[config.mk]
export PLATFORM = sky130hd
export DESIGN_NAME = matrix_alu_seq
export DESIGN_NICKNAME = d
export VERILOG_FILES = /design/src/rtl/matrix_alu_pkg.sv /design/src/rtl/matrix_alu_mac.sv /design/src/rtl/matrix_alu_seq.sv
export SDC_FILE = /design/constraint.sdc
export NUM_CORES = 2
export LEC_CHECK = 0
export CORE_MARGIN = 2
export CORE_UTILIZATION = 30
export DETAILED_ROUTE_END_ITERATION = 7
export PLACE_DENSITY = 0.56
export SLEW_MARGIN = 20
export SYNTH_ARGS = -nofsm -noshare
export SYNTH_HDL_FRONTEND = slang
export SYNTH_SLANG_ARGS = --single-unit
[constraint.sdc]
create_clock -name clk -period 37 [get_ports clk]
set_clock_uncertainty 0.15 [all_clocks]
set_input_delay 9.25 -clock clk [delete_from_list [all_inputs] [get_ports clk]]
set_output_delay 9.25 -clock clk [all_outputs]
set_load 0.005 [all_outputs]
[src/rtl/matrix_alu_pkg.sv]
// Shared encodings and index helpers for the sequential matrix ALU.
// Matrices are packed row-major with element 0 at the LSB.
package matrix_alu_pkg;

    typedef enum logic [1:0] {
        OP_ADD  = 2'b00,
        OP_SUB  = 2'b01,
        OP_MUL  = 2'b10,
        OP_KRON = 2'b11
    } op_e;

    typedef enum logic [1:0] {
        IDLE = 2'b00,
        CALC = 2'b01,
        DONE = 2'b10
    } state_e;

    typedef enum logic [1:0] {
        MAC_ADD = 2'b00,
        MAC_SUB = 2'b01,
        MAC_MUL = 2'b10,
        MAC_MAC = 2'b11
    } mac_mode_e;

    // Row-major flat element index of (row, col) in a matrix with ncols columns.
    function automatic logic [31:0] elem_idx(input logic [31:0] row, input logic [31:0] col,
                                             input logic [31:0] ncols);
        return row * ncols + col;
    endfunction

endpackage

[src/rtl/matrix_alu_mac.sv]
// Shared element datapath: add, subtract, multiply or multiply-accumulate.
// The result is combinational; the accumulator register takes it (or zero on clr) when en.
module matrix_alu_mac
    import matrix_alu_pkg::*;
#(
    parameter int WORD_SIZE = 32
) (
    input  logic                 clk,
    input  logic                 reset,
    input  logic                 en,
    input  logic                 clr,
    input  mac_mode_e            mode,
    input  logic [WORD_SIZE-1:0] a,
    input  logic [WORD_SIZE-1:0] b,
    output logic [WORD_SIZE-1:0] res
);

    logic [WORD_SIZE-1:0] acc_q;
    logic [WORD_SIZE-1:0] acc_d;

    always_comb begin
        res = '0;
        case (mode)
            MAC_ADD: res = a + b;
            MAC_SUB: res = a - b;
            MAC_MUL: res = a * b;
            MAC_MAC: res = acc_q + a * b;
        endcase
        acc_d = acc_q;
        if (en) begin
            acc_d = clr ? '0 : res;
        end
    end

    always_ff @(posedge clk or posedge reset) begin
        if (reset) begin
            acc_q <= '0;
        end else begin
            acc_q <= acc_d;
        end
    end

endmodule

[src/rtl/matrix_alu_seq.sv]
// Sequential matrix ALU: one shared MAC walks the result elements with nested counters
// (i outermost, l innermost); valid/ready on both sides plus a dimension-error flag.
module matrix_alu_seq
    import matrix_alu_pkg::*;
#(
    parameter int WORD_SIZE = 32,
    parameter int A_ROWS    = 2,
    parameter int A_COLS    = 2,
    parameter int B_ROWS    = 2,
    parameter int B_COLS    = 2
) (
    input  logic                                              clk,
    input  logic                                              reset,
    input  logic                                              in_valid,
    output logic                                              in_ready,
    input  logic [A_ROWS*A_COLS*WORD_SIZE-1:0]                A,
    input  logic [B_ROWS*B_COLS*WORD_SIZE-1:0]                B,
    input  logic [1:0]                                        op,
    output logic                                              out_valid,
    input  logic                                              out_ready,
    output logic [A_ROWS*A_COLS*B_ROWS*B_COLS*WORD_SIZE-1:0]  C,
    output logic                                              err,
    output logic [1:0]                                        dbg_state
);

    localparam int NA = A_ROWS * A_COLS;
    localparam int NB = B_ROWS * B_COLS;
    localparam int NC = NA * NB;
    localparam bit ADDSUB_OK = (A_ROWS == B_ROWS) && (A_COLS == B_COLS);
    localparam bit MUL_OK    = (A_COLS == B_ROWS);

    // Handshake: an input is taken on a rising edge with in_valid && in_ready; a result
    // is retired on a rising edge with out_valid && out_ready. C/err hold while out_valid.
    state_e                   state_q, state_d;
    op_e                      op_q, op_d;
    logic [NA*WORD_SIZE-1:0]  a_q, a_d;
    logic [NB*WORD_SIZE-1:0]  b_q, b_d;
    logic [NC*WORD_SIZE-1:0]  res_q, res_d;
    logic                     err_q, err_d;
    logic [31:0]              i_q, i_d, j_q, j_d, k_q, k_d, l_q, l_d;

    logic [31:0]              last_i, last_j, last_k, last_l;
    logic [31:0]              a_idx, b_idx, c_idx;
    logic [WORD_SIZE-1:0]     a_el, b_el, mac_res;
    mac_mode_e                mac_mode;
    logic                     mac_en, mac_clr, op_ok;
    logic                     wrap_l, wrap_k, wrap_j, last_step, wr_elem;

    assign op_ok = (op == OP_ADD || op == OP_SUB) ? ADDSUB_OK :
                   (op == OP_MUL) ? MUL_OK : 1'b1;

    // Per-op loop bounds and operand/result element indices.
    always_comb begin
        last_i   = A_ROWS - 1;
        last_j   = '0;
        last_k   = '0;
        last_l   = '0;
        a_idx    = elem_idx(i_q, j_q, A_COLS);
        b_idx    = elem_idx(i_q, j_q, B_COLS);
        c_idx    = elem_idx(i_q, j_q, A_COLS);
        mac_mode = MAC_ADD;
        case (op_q)
            OP_ADD, OP_SUB: begin
                last_j   = A_COLS - 1;
                mac_mode = (op_q == OP_SUB) ? MAC_SUB : MAC_ADD;
            end
            OP_MUL: begin
                last_j   = B_COLS - 1;
                last_k   = A_COLS - 1;
                a_idx    = elem_idx(i_q, k_q, A_COLS);
                b_idx    = elem_idx(k_q, j_q, B_COLS);
                c_idx    = elem_idx(i_q, j_q, B_COLS);
                mac_mode = MAC_MAC;
            end
            OP_KRON: begin
                last_j   = A_COLS - 1;
                last_k   = B_ROWS - 1;
                last_l   = B_COLS - 1;
                b_idx    = elem_idx(k_q, l_q, B_COLS);
                c_idx    = elem_idx(elem_idx(i_q, k_q, B_ROWS), elem_idx(j_q, l_q, B_COLS),
                                    A_COLS * B_COLS);
                mac_mode = MAC_MUL;
            end
        endcase
    end

    always_comb begin
        a_el = '0;
        for (int n = 0; n < NA; n++) begin
            if (a_idx == n) a_el = a_q[n*WORD_SIZE +: WORD_SIZE];
        end
        b_el = '0;
        for (int n = 0; n < NB; n++) begin
            if (b_idx == n) b_el = b_q[n*WORD_SIZE +: WORD_SIZE];
        end
    end

    assign wrap_l    = (l_q == last_l);
    assign wrap_k    = wrap_l && (k_q == last_k);
    assign wrap_j    = wrap_k && (j_q == last_j);
    assign last_step = wrap_j && (i_q == last_i);
    // Only a multiply spends several steps per element; its accumulator clears on write.
    assign wr_elem   = (op_q != OP_MUL) || (k_q == last_k);

    always_comb begin
        state_d = state_q;
        op_d    = op_q;
        a_d     = a_q;
        b_d     = b_q;
        res_d   = res_q;
        err_d   = err_q;
        i_d     = i_q;
        j_d     = j_q;
        k_d     = k_q;
        l_d     = l_q;
        mac_en  = 1'b0;
        mac_clr = 1'b1;
        case (state_q)
            IDLE: begin
                if (in_valid) begin
                    a_d     = A;
                    b_d     = B;
                    op_d    = op_e'(op);
                    res_d   = '0;
                    i_d     = '0;
                    j_d     = '0;
                    k_d     = '0;
                    l_d     = '0;
                    mac_en  = 1'b1;
                    err_d   = !op_ok;
                    state_d = op_ok ? CALC : DONE;
                end
            end
            CALC: begin
                mac_en  = 1'b1;
                mac_clr = wr_elem;
                if (wr_elem) begin
                    for (int n = 0; n < NC; n++) begin
                        if (c_idx == n) res_d[n*WORD_SIZE +: WORD_SIZE] = mac_res;
                    end
                end
                l_d = wrap_l ? '0 : l_q + 32'd1;
                k_d = wrap_k ? '0 : (wrap_l ? k_q + 32'd1 : k_q);
                j_d = wrap_j ? '0 : (wrap_k ? j_q + 32'd1 : j_q);
                i_d = last_step ? '0 : (wrap_j ? i_q + 32'd1 : i_q);
                if (last_step) state_d = DONE;
            end
            DONE: begin
                if (out_ready) state_d = IDLE;
            end
            default: state_d = IDLE;
        endcase
    end

    always_ff @(posedge clk or posedge reset) begin
        if (reset) begin
            state_q <= IDLE;
            op_q    <= OP_ADD;
            a_q     <= '0;
            b_q     <= '0;
            res_q   <= '0;
            err_q   <= 1'b0;
            i_q     <= '0;
            j_q     <= '0;
            k_q     <= '0;
            l_q     <= '0;
        end else begin
            state_q <= state_d;
            op_q    <= op_d;
            a_q     <= a_d;
            b_q     <= b_d;
            res_q   <= res_d;
            err_q   <= err_d;
            i_q     <= i_d;
            j_q     <= j_d;
            k_q     <= k_d;
            l_q     <= l_d;
        end
    end

    matrix_alu_mac #(.WORD_SIZE(WORD_SIZE)) u_mac (
        .clk   (clk),
        .reset (reset),
        .en    (mac_en),
        .clr   (mac_clr),
        .mode  (mac_mode),
        .a     (a_el),
        .b     (b_el),
        .res   (mac_res)
    );

    assign in_ready  = (state_q == IDLE);
    assign out_valid = (state_q == DONE);
    assign C         = res_q;
    assign err       = err_q;
    assign dbg_state = state_q;

endmodule

---- Word-level counts from Yosys, hierarchy flattened ----
Index checks and enable logic that the tools add are counted.
operators by class
  add/subtract/negate cells ............... 13
  multiply operators ...................... 1
  equal/unequal tests ..................... 57
  mux-type cells .......................... 56
  reductions and logical operators ........ 36
operators with widths
  operator                                        number
  two-way mux 32 bit                              36
  two-way mux 512 bit                             2
  one-hot mux 512 bit (2 select lines)            1
  one-hot mux 32 bit (2 select lines)             5
  adder 32 bit                                    8
  == test 32 x 4 -> 1 bit, second input constant  8
  == test 32 x 2 -> 1 bit, second input constant  6
  adder 32 x 1 -> 32 bit, second input constant   4
  == test 32 x 1 -> 1 bit, second input constant  4
  == test 32 x 3 -> 1 bit, second input constant  4
  one-hot mux 32 bit (4 select lines)             1
  zero test 32 bit                                3
  == test 32 bit                                  2
  AND reduction 4 bit                             16
  != test 2 bit, second input constant            20
  == test 32 x 1 -> 1 bit                         1
  multiplier 32 x 32 -> 32 bit                    1
  subtractor 32 bit                               1
  one-hot mux 2 bit (3 select lines)              2
  AND reduction 3 bit                             4
  == test 2 bit, second input constant            5
  != test 3 bit, second input constant            3
  == test 2 x 1 -> 1 bit, second input constant   3
  zero test 2 bit                                 3
  other kinds (10)                                20
word-level totals
  register bits after elaboration ......... 932
  output and inout bits ................... 517
  word-level logic and storage cells ...... 188

---- Depth between registers and ports, before layout ----
  depth after elaboration ................. 13
  gate-level depth with buffers ........... 69
  mapped depth without buffers ............ 57

---- By module ----
A second synthesis with hierarchy kept.
unflattened totals
  cell total of the unflattened synthesis .. 7343
  area, all modules ....................... 68295.5 µm²
modules (own cells, without submodules)
  module          instances  cells an instance  area each (µm²)  seq. area each (µm²)
  matrix_alu_seq  1          4779               46661.0          22521.6
  matrix_alu_mac  1          2564               21634.5          800.8

---- Least setup slack after synthesis ----
No wires, ideal clock.
  path kind ............................... reg2reg
  from .................................... register op_q[0]
  to ...................................... register res_q[223], in the netlist C[223]
  setup time .............................. 0.122 ns
  arrival ................................. 13.974 ns
  path slack .............................. 22.754 ns
  stages on the path, launching flop included .. 62
  buffers on the path ..................... 12
  period minus slack after synthesis ...... 14.246 ns
  cell sequence ........................... dfrtp_1 > clkbuf_1 > inv_2 > nor2_1 > clkbuf_1 > clkbuf_1 > nand2_1 > o21ai_0 > ha_1 > a211oi_1 > o21ai_0 > a31oi_1 > o221ai_1 > o21ai_0 > o21ai_0 > o2bb2ai_1 > mux2i_1 > o32a_1 > [... 26 more ...] > nor2_1 > xnor2_1 > ha_1 > nand3_1 > nand2_1 > a41o_1 > o21ai_0 > nand2b_1 > a21oi_1 > o21ai_0 > a31o_2 > a31oi_1 > o21ai_0 > xnor2_1 > nand2b_1 > buf_6 > buf_8 > a32o_1
between the ends
  word-level cells in the longest chain between the ends .. 13
ends and longest elaborated chain
  item                                                                              line                                        source
  start: declaration                                                                matrix_alu_seq.sv:35                        op_e op_q, op_d;
  start signal: assignment                                                          matrix_alu_seq.sv:169                       op_q <= op_d;
  == test 2 bit                                                                     matrix_alu_seq.sv:62                        case (op_q)
  one-hot mux 32 bit (2 select lines) / two-way mux 32 bit (equally long branches)  matrix_alu_seq.sv:62
  zero test 32 bit, on equally long branches                                        matrix_alu_seq.sv:94, matrix_alu_seq.sv:90
  two-way mux 32 bit, on equally long branches (4 in series)                        matrix_alu_seq.sv:94, matrix_alu_seq.sv:90
  multiplier 32 x 32 -> 32 bit                                                      matrix_alu_mac.sv:26, matrix_alu_mac.sv:27
  adder 32 bit                                                                      matrix_alu_mac.sv:27                        MAC_MAC: res = acc_q + a * b;
  one-hot mux 32 bit (4 select lines)                                               matrix_alu_mac.sv:23                        case (mode)
  two-way mux 32 bit                                                                matrix_alu_seq.sv:139                       if (c_idx == n) res_d[n*WORD_SIZE +: WORD_SIZE] = mac_res;
  two-way mux 512 bit                                                               matrix_alu_seq.sv:137                       if (wr_elem) begin
  one-hot mux 512 bit (2 select lines)                                              matrix_alu_seq.sv:118                       case (state_q)
  end signal: assignment                                                            matrix_alu_seq.sv:172                       res_q <= res_d;
  end: declaration                                                                  matrix_alu_seq.sv:38                        logic [NC*WORD_SIZE-1:0] res_q, res_d;
Parallel ways exist; a longest one is shown, timed or not. The select of a mux whose other input is x is not followed.
A chain may end at the register's enable or synchronous reset.

---- Worst setup path after layout ----
  from .................................... register op_q[0]
  to ...................................... register res_q[287], in the netlist C[287]
Same word-level chain as after synthesis.

==> impl_table.tex <==
\begin{tabular}{lr}
\hline
Metric & Value \\
\hline
\multicolumn{2}{l}{\textbf{Outcome}} \\
\quad Run status & completed \\
\multicolumn{2}{l}{\textbf{Placed design}} \\
\quad Total half-perimeter wirelength after legalization and detailed placement & approximately 200,000 um \\
\quad Post-placement cell count & around 10,000 \\
\quad Routability Congestion & $\sim$0.95 \\
\quad Port Buffer Count & around 800 \\
\multicolumn{2}{l}{\textbf{STA}} \\
\quad Aggregate negative setup slack & 0 ps \\
\quad Slew at the pin with the worst max-slew slack & between 1000 and 1500 ps \\
\quad Max-Slew Margin vs Limit & 0.166 \\
\quad Total count of max-transition violations in the final report & 0 \\
\quad Fin. Hold Viols & 0 \\
\quad Period Utilization, post-route & 0.450 \\
\quad Highest attainable clock frequency & about 60 MHz \\
\quad Final worst path period need & about 17,000 ps \\
\quad Final setup viols & 0 \\
\quad Setup repair after global routing missed its margin & no \\
\multicolumn{2}{l}{\textbf{GRT}} \\
\quad Total track usage & 0.239 \\
\quad Pin count of the biggest net entering global routing & 162 \\
\quad Overflow left after global routing & 0 \\
\quad First-pass GRT wire length & around 400,000 um \\
\quad Number of antenna violations at the first check in global routing & 37 \\
\quad Number of global-route vias before repair & $\sim$56,000 \\
\multicolumn{2}{l}{\textbf{Route}} \\
\quad Met2 wire length & about 120,000 um \\
\quad Drt first-iter violations & about 4,500 \\
\quad Via count of the routed design & roughly 55,000 \\
\quad Uppermost layer routed & met5 \\
\quad Mean routed wirelength per cell & between 20 and 30 um \\
\quad Metal1 wirelength & 108,000 um \\
\quad Aggregate routed wire length & 268,000 um \\
\quad Routed via count divided by cell count & roughly 5.2 \\
\quad Pre-antenna DRT Iters & 6 \\
\quad Number of nets with antenna violations after detailed routing & 0 \\
\quad Drt drc & 0 \\
\quad Detailed route wirelength on metal3 & about 20,000 um \\
\multicolumn{2}{l}{\textbf{Clock tree}} \\
\quad Total CTS buffers & approximately 110 \\
\quad Clock Root Buffer & clkbuf\_16 \\
\quad Number of hold-repair buffers added at the cts stage & 0 \\
\quad Buffers inserted by post-CTS timing repair & 0 \\
\quad Clock Sink Count & $\sim$930 \\
\quad Insertion delay of the later-clocked pin in the worst-skew pair & roughly 760 ps \\
\quad TritonCTS clock tree & done \\
\quad Number of gates given a new drive strength after cts & 0 \\
\quad Clock transition at path regs & 70 ps \\
\quad Number of H-tree levels & 3 \\
\quad CTS Buffer Depth & 3 \\
\multicolumn{2}{l}{\textbf{Yosys}} \\
\quad Syn\_nets & 7,936 \\
\quad Distinct cells, synth & slightly below 100 \\
\quad Number of flops mapped to enable cells by yosys & 0 \\
\quad Sequential share of the synthesized area & 0.359 \\
\quad Fraction of registers with async set or reset after synthesis & 1.00 \\
\quad Compound-cell area share of the yosys netlist & 0.131 \\
\quad Post-Synth Adder-Cell Area & 0.197 \\
\quad FF+latch count, synth & just over 900 \\
\quad Area fraction in and, or, nand and nor cells after synthesis & 0.147 \\
\quad Leading register cell type out of synthesis & dfrtp\_1 \\
\quad Ys Warns & 0 \\
\quad Cell count after synthesis & 6,914 \\
\quad Xor-xnor portion of the synthesized cell area & 0.0400 \\
\quad Largest family of logic cells by synthesized area & adder cells \\
\quad Proportion of synthesized area in mux cells & 0.0694 \\
\quad Mapped Area & about 65,000 sq um \\
\quad Average footprint of a synthesized cell & between 9 and 10 sq um \\
\multicolumn{2}{l}{\textbf{Setup path}} \\
\quad CP most frequent cell & o21ai\_0 \\
\quad Crit path capture type & flop \\
\quad Library cell contributing the largest single delay on the critical path & dfrtp\_2 \\
\quad Data arrival time of the critical path & 17,160 ps \\
\quad Launch instance of the worst register-to-register path & op\_q[0] \\
\quad Worst Path Max Fanout & roughly 70 \\
\quad Flop2flop setup slack & between 20,000 and 25,000 ps \\
\quad Element type at the critical path start & flop \\
\quad Worst stage delay on the critical path & between 700 and 800 ps \\
\quad Reg-to-reg endpoint & C[287] \\
\quad Critical path class & reg -> reg \\
\quad Required time at the worst-slack endpoint & 37,500 ps \\
\quad Number of cells on the worst reg-to-reg path & between 50 and 60 \\
\multicolumn{2}{l}{\textbf{Power and ir drop}} \\
\quad PwrDens & 27.6 nW/um\^{}2 \\
\quad IR Drop Worst-Case VDD & roughly 0.000039 V \\
\quad Static leakage & 36.5 nW \\
\multicolumn{2}{l}{\textbf{Flow run}} \\
\quad Number of maximum-capacitance violations & 0 \\
\multicolumn{2}{l}{\textbf{Final layout}} \\
\quad Total number of nets in the final design & around 8,600 \\
\quad Leading cell type in the layout, fill and taps excluded & nand2\_1 \\
\quad Final core utilization & 0.372 \\
\quad Area grow syn2layout & 23.0\% \\
\quad Commonest cells after routing, fill and taps aside & nand2\_1 (1,002), dfrtp\_1 (930), clkdlybuf4s50\_1 (777) \\
\quad Fraction of final layout cells sized beyond drive strength 1 & 0.0995 \\
\quad Number of standard cells in the final layout excluding fillers & 10,500 \\
\multicolumn{2}{l}{\textbf{Hold path}} \\
\quad Min-delay src & C[201] \\
\quad Worst hold endpoint & C[201] \\
\quad Instance count along the most critical hold path & 2 \\
\quad Class of the most critical hold timing path & reg -> reg \\
\multicolumn{2}{l}{\textbf{Floorplanning}} \\
\quad Die X & around 470 um \\
\quad Total die area & about 220,000 sq um \\
\quad Initial core utilization & 0.302 \\
\quad Top-Level Pins & around 800 \\
\quad Core area & approximately 220,000 sq um \\
\quad Die height & roughly 470 um \\
\quad Row cnt & between 150 and 200 \\
\hline
\end{tabular}
routing by layer:
layer / global-route usage / up-vias
met1: 0.294 / 27500
met3: 0.0519 / 584
li1: - / 24600
met5: 0 / -
met4: 0.123 / 30
met2: 0.392 / 2266
registers in the layout, summed over array words and instances (netlist names):
register	flops
C	512
a_q	128
b_q	128
i_q	32
j_q	32
k_q	32
l_q	32
u_mac.acc_q	32
dbg_state	2
op_q	2
kinds of logic (layout without fill, tap and decap cells):
group                    count (synthesis)  count (layout)
multiplexers                           382             382
adder cells (fa/ha/maj)                760             760
buffers and inverters                  973            1690
other                                    1              19
XOR/XNOR                               281             281
flip-flops                             932             932
AND/OR/NAND/NOR                       2178            2178
AO/OA/AOI/OAI                         1407            1407
cell usage after synthesis, types with 11 or more instances:
cell,instances,area share
a31oi_1,49,0.0047
buf_1,29,0.0017
a22oi_1,14,0.0016
a22o_1,32,0.0043
a21oi_1,222,0.017
nand2_1,1005,0.058
nor4_1,41,0.0039
nor3_1,87,0.0067
nor2_1,558,0.032
nand3_1,154,0.012
o211ai_1,23,0.0027
fa_1,443,0.14
o31ai_1,25,0.0029
or4_1,11,0.0013
inv_1,587,0.034
clkbuf_1,327,0.019
a21o_1,63,0.0073
mux4_2,21,0.0073
or3_1,27,0.0026
and2_1,53,0.0051
xor2_1,124,0.017
mux2i_1,22,0.0034
o21bai_1,25,0.0029
o21a_1,33,0.0038
xnor2_1,147,0.020
o22ai_1,11,0.0011
or2_2,26,0.0025
a211oi_1,30,0.0035
dfrtp_1,932,0.36
mux2_2,339,0.059
nor2b_1,21,0.0020
nand4_1,35,0.0034
o21ai_0,705,0.054
nand2b_1,35,0.0034
ha_1,317,0.061
a32o_1,20,0.0031
a21boi_0,13,0.0015
a221oi_1,11,0.0015
and3_1,79,0.0076
nor3b_1,13,0.0015
critical path: cells and delay by family (launching register included):
| kind | cells | cell delay (ps) |
|---|---|---|
| multiplexers | 1 | 120 |
| AO/OA/AOI/OAI | 25 | 6950 |
| AND/OR/NAND/NOR | 8 | 2480 |
| adder cells (fa/ha/maj) | 11 | 4380 |
| XOR/XNOR | 2 | 380 |
| buffers and inverters | 6 | 1280 |
| flip-flops | 1 | 710 |
worst max path at each step:
stage / endpoint / cells past startpoint / start
5_1_grt: C[287] / 53 / op_q[0]
2_1_floorplan: C[0] / 1 / reset
6_report: C[287] / 53 / op_q[0]
3_3_place_gp: C[255] / 50 / op_q[0]
4_1_cts: C[255] / 53 / op_q[0]
3_5_place_dp: C[255] / 53 / op_q[0]
layout make-up:
| class | instances | area [sq um] |
|---|---|---|
| antenna | 18 | 45.0 |
| clock buffer | 154 | 3110 |
| clock inverter | 45 | 664 |
| fill | 21500 | 135000 |
| inverter | 600 | 2260 |
| multi-input combinational | 5009 | 38300 |
| sequential | 932 | 23300 |
| tap | 2838 | 3550 |
| timing repair buffer | 891 | 8690 |
power by group:
| group | switching, W | internal, W | total, W |
|---|---|---|---|
| sequential | 0 | 0.00102 | 0.00102 |
| combinational | 0.0000255 | 0.0000254 | 0.0000509 |
| clock | 0.000482 | 0.000653 | 0.00113 |
metrics by stage:
stage / hold slack [ps] / instance area, sq um / setup slack, ps / total power [W]
6_report: 326 / 80000 / 20340 / 0.00221
5_1_grt: 349 / 79900 / 19190 / 0.00228
4_1_cts: 332 / 79900 / 20590 / 0.00224
3_5_place_dp: 319 / 76100 / 20650 / 0.00109
3_3_place_gp: 309 / 76100 / 20810 / 0.00109
2_1_floorplan: 306 / 65000 / 1390 / 0.00105
(Power assumes the default switching activity.)
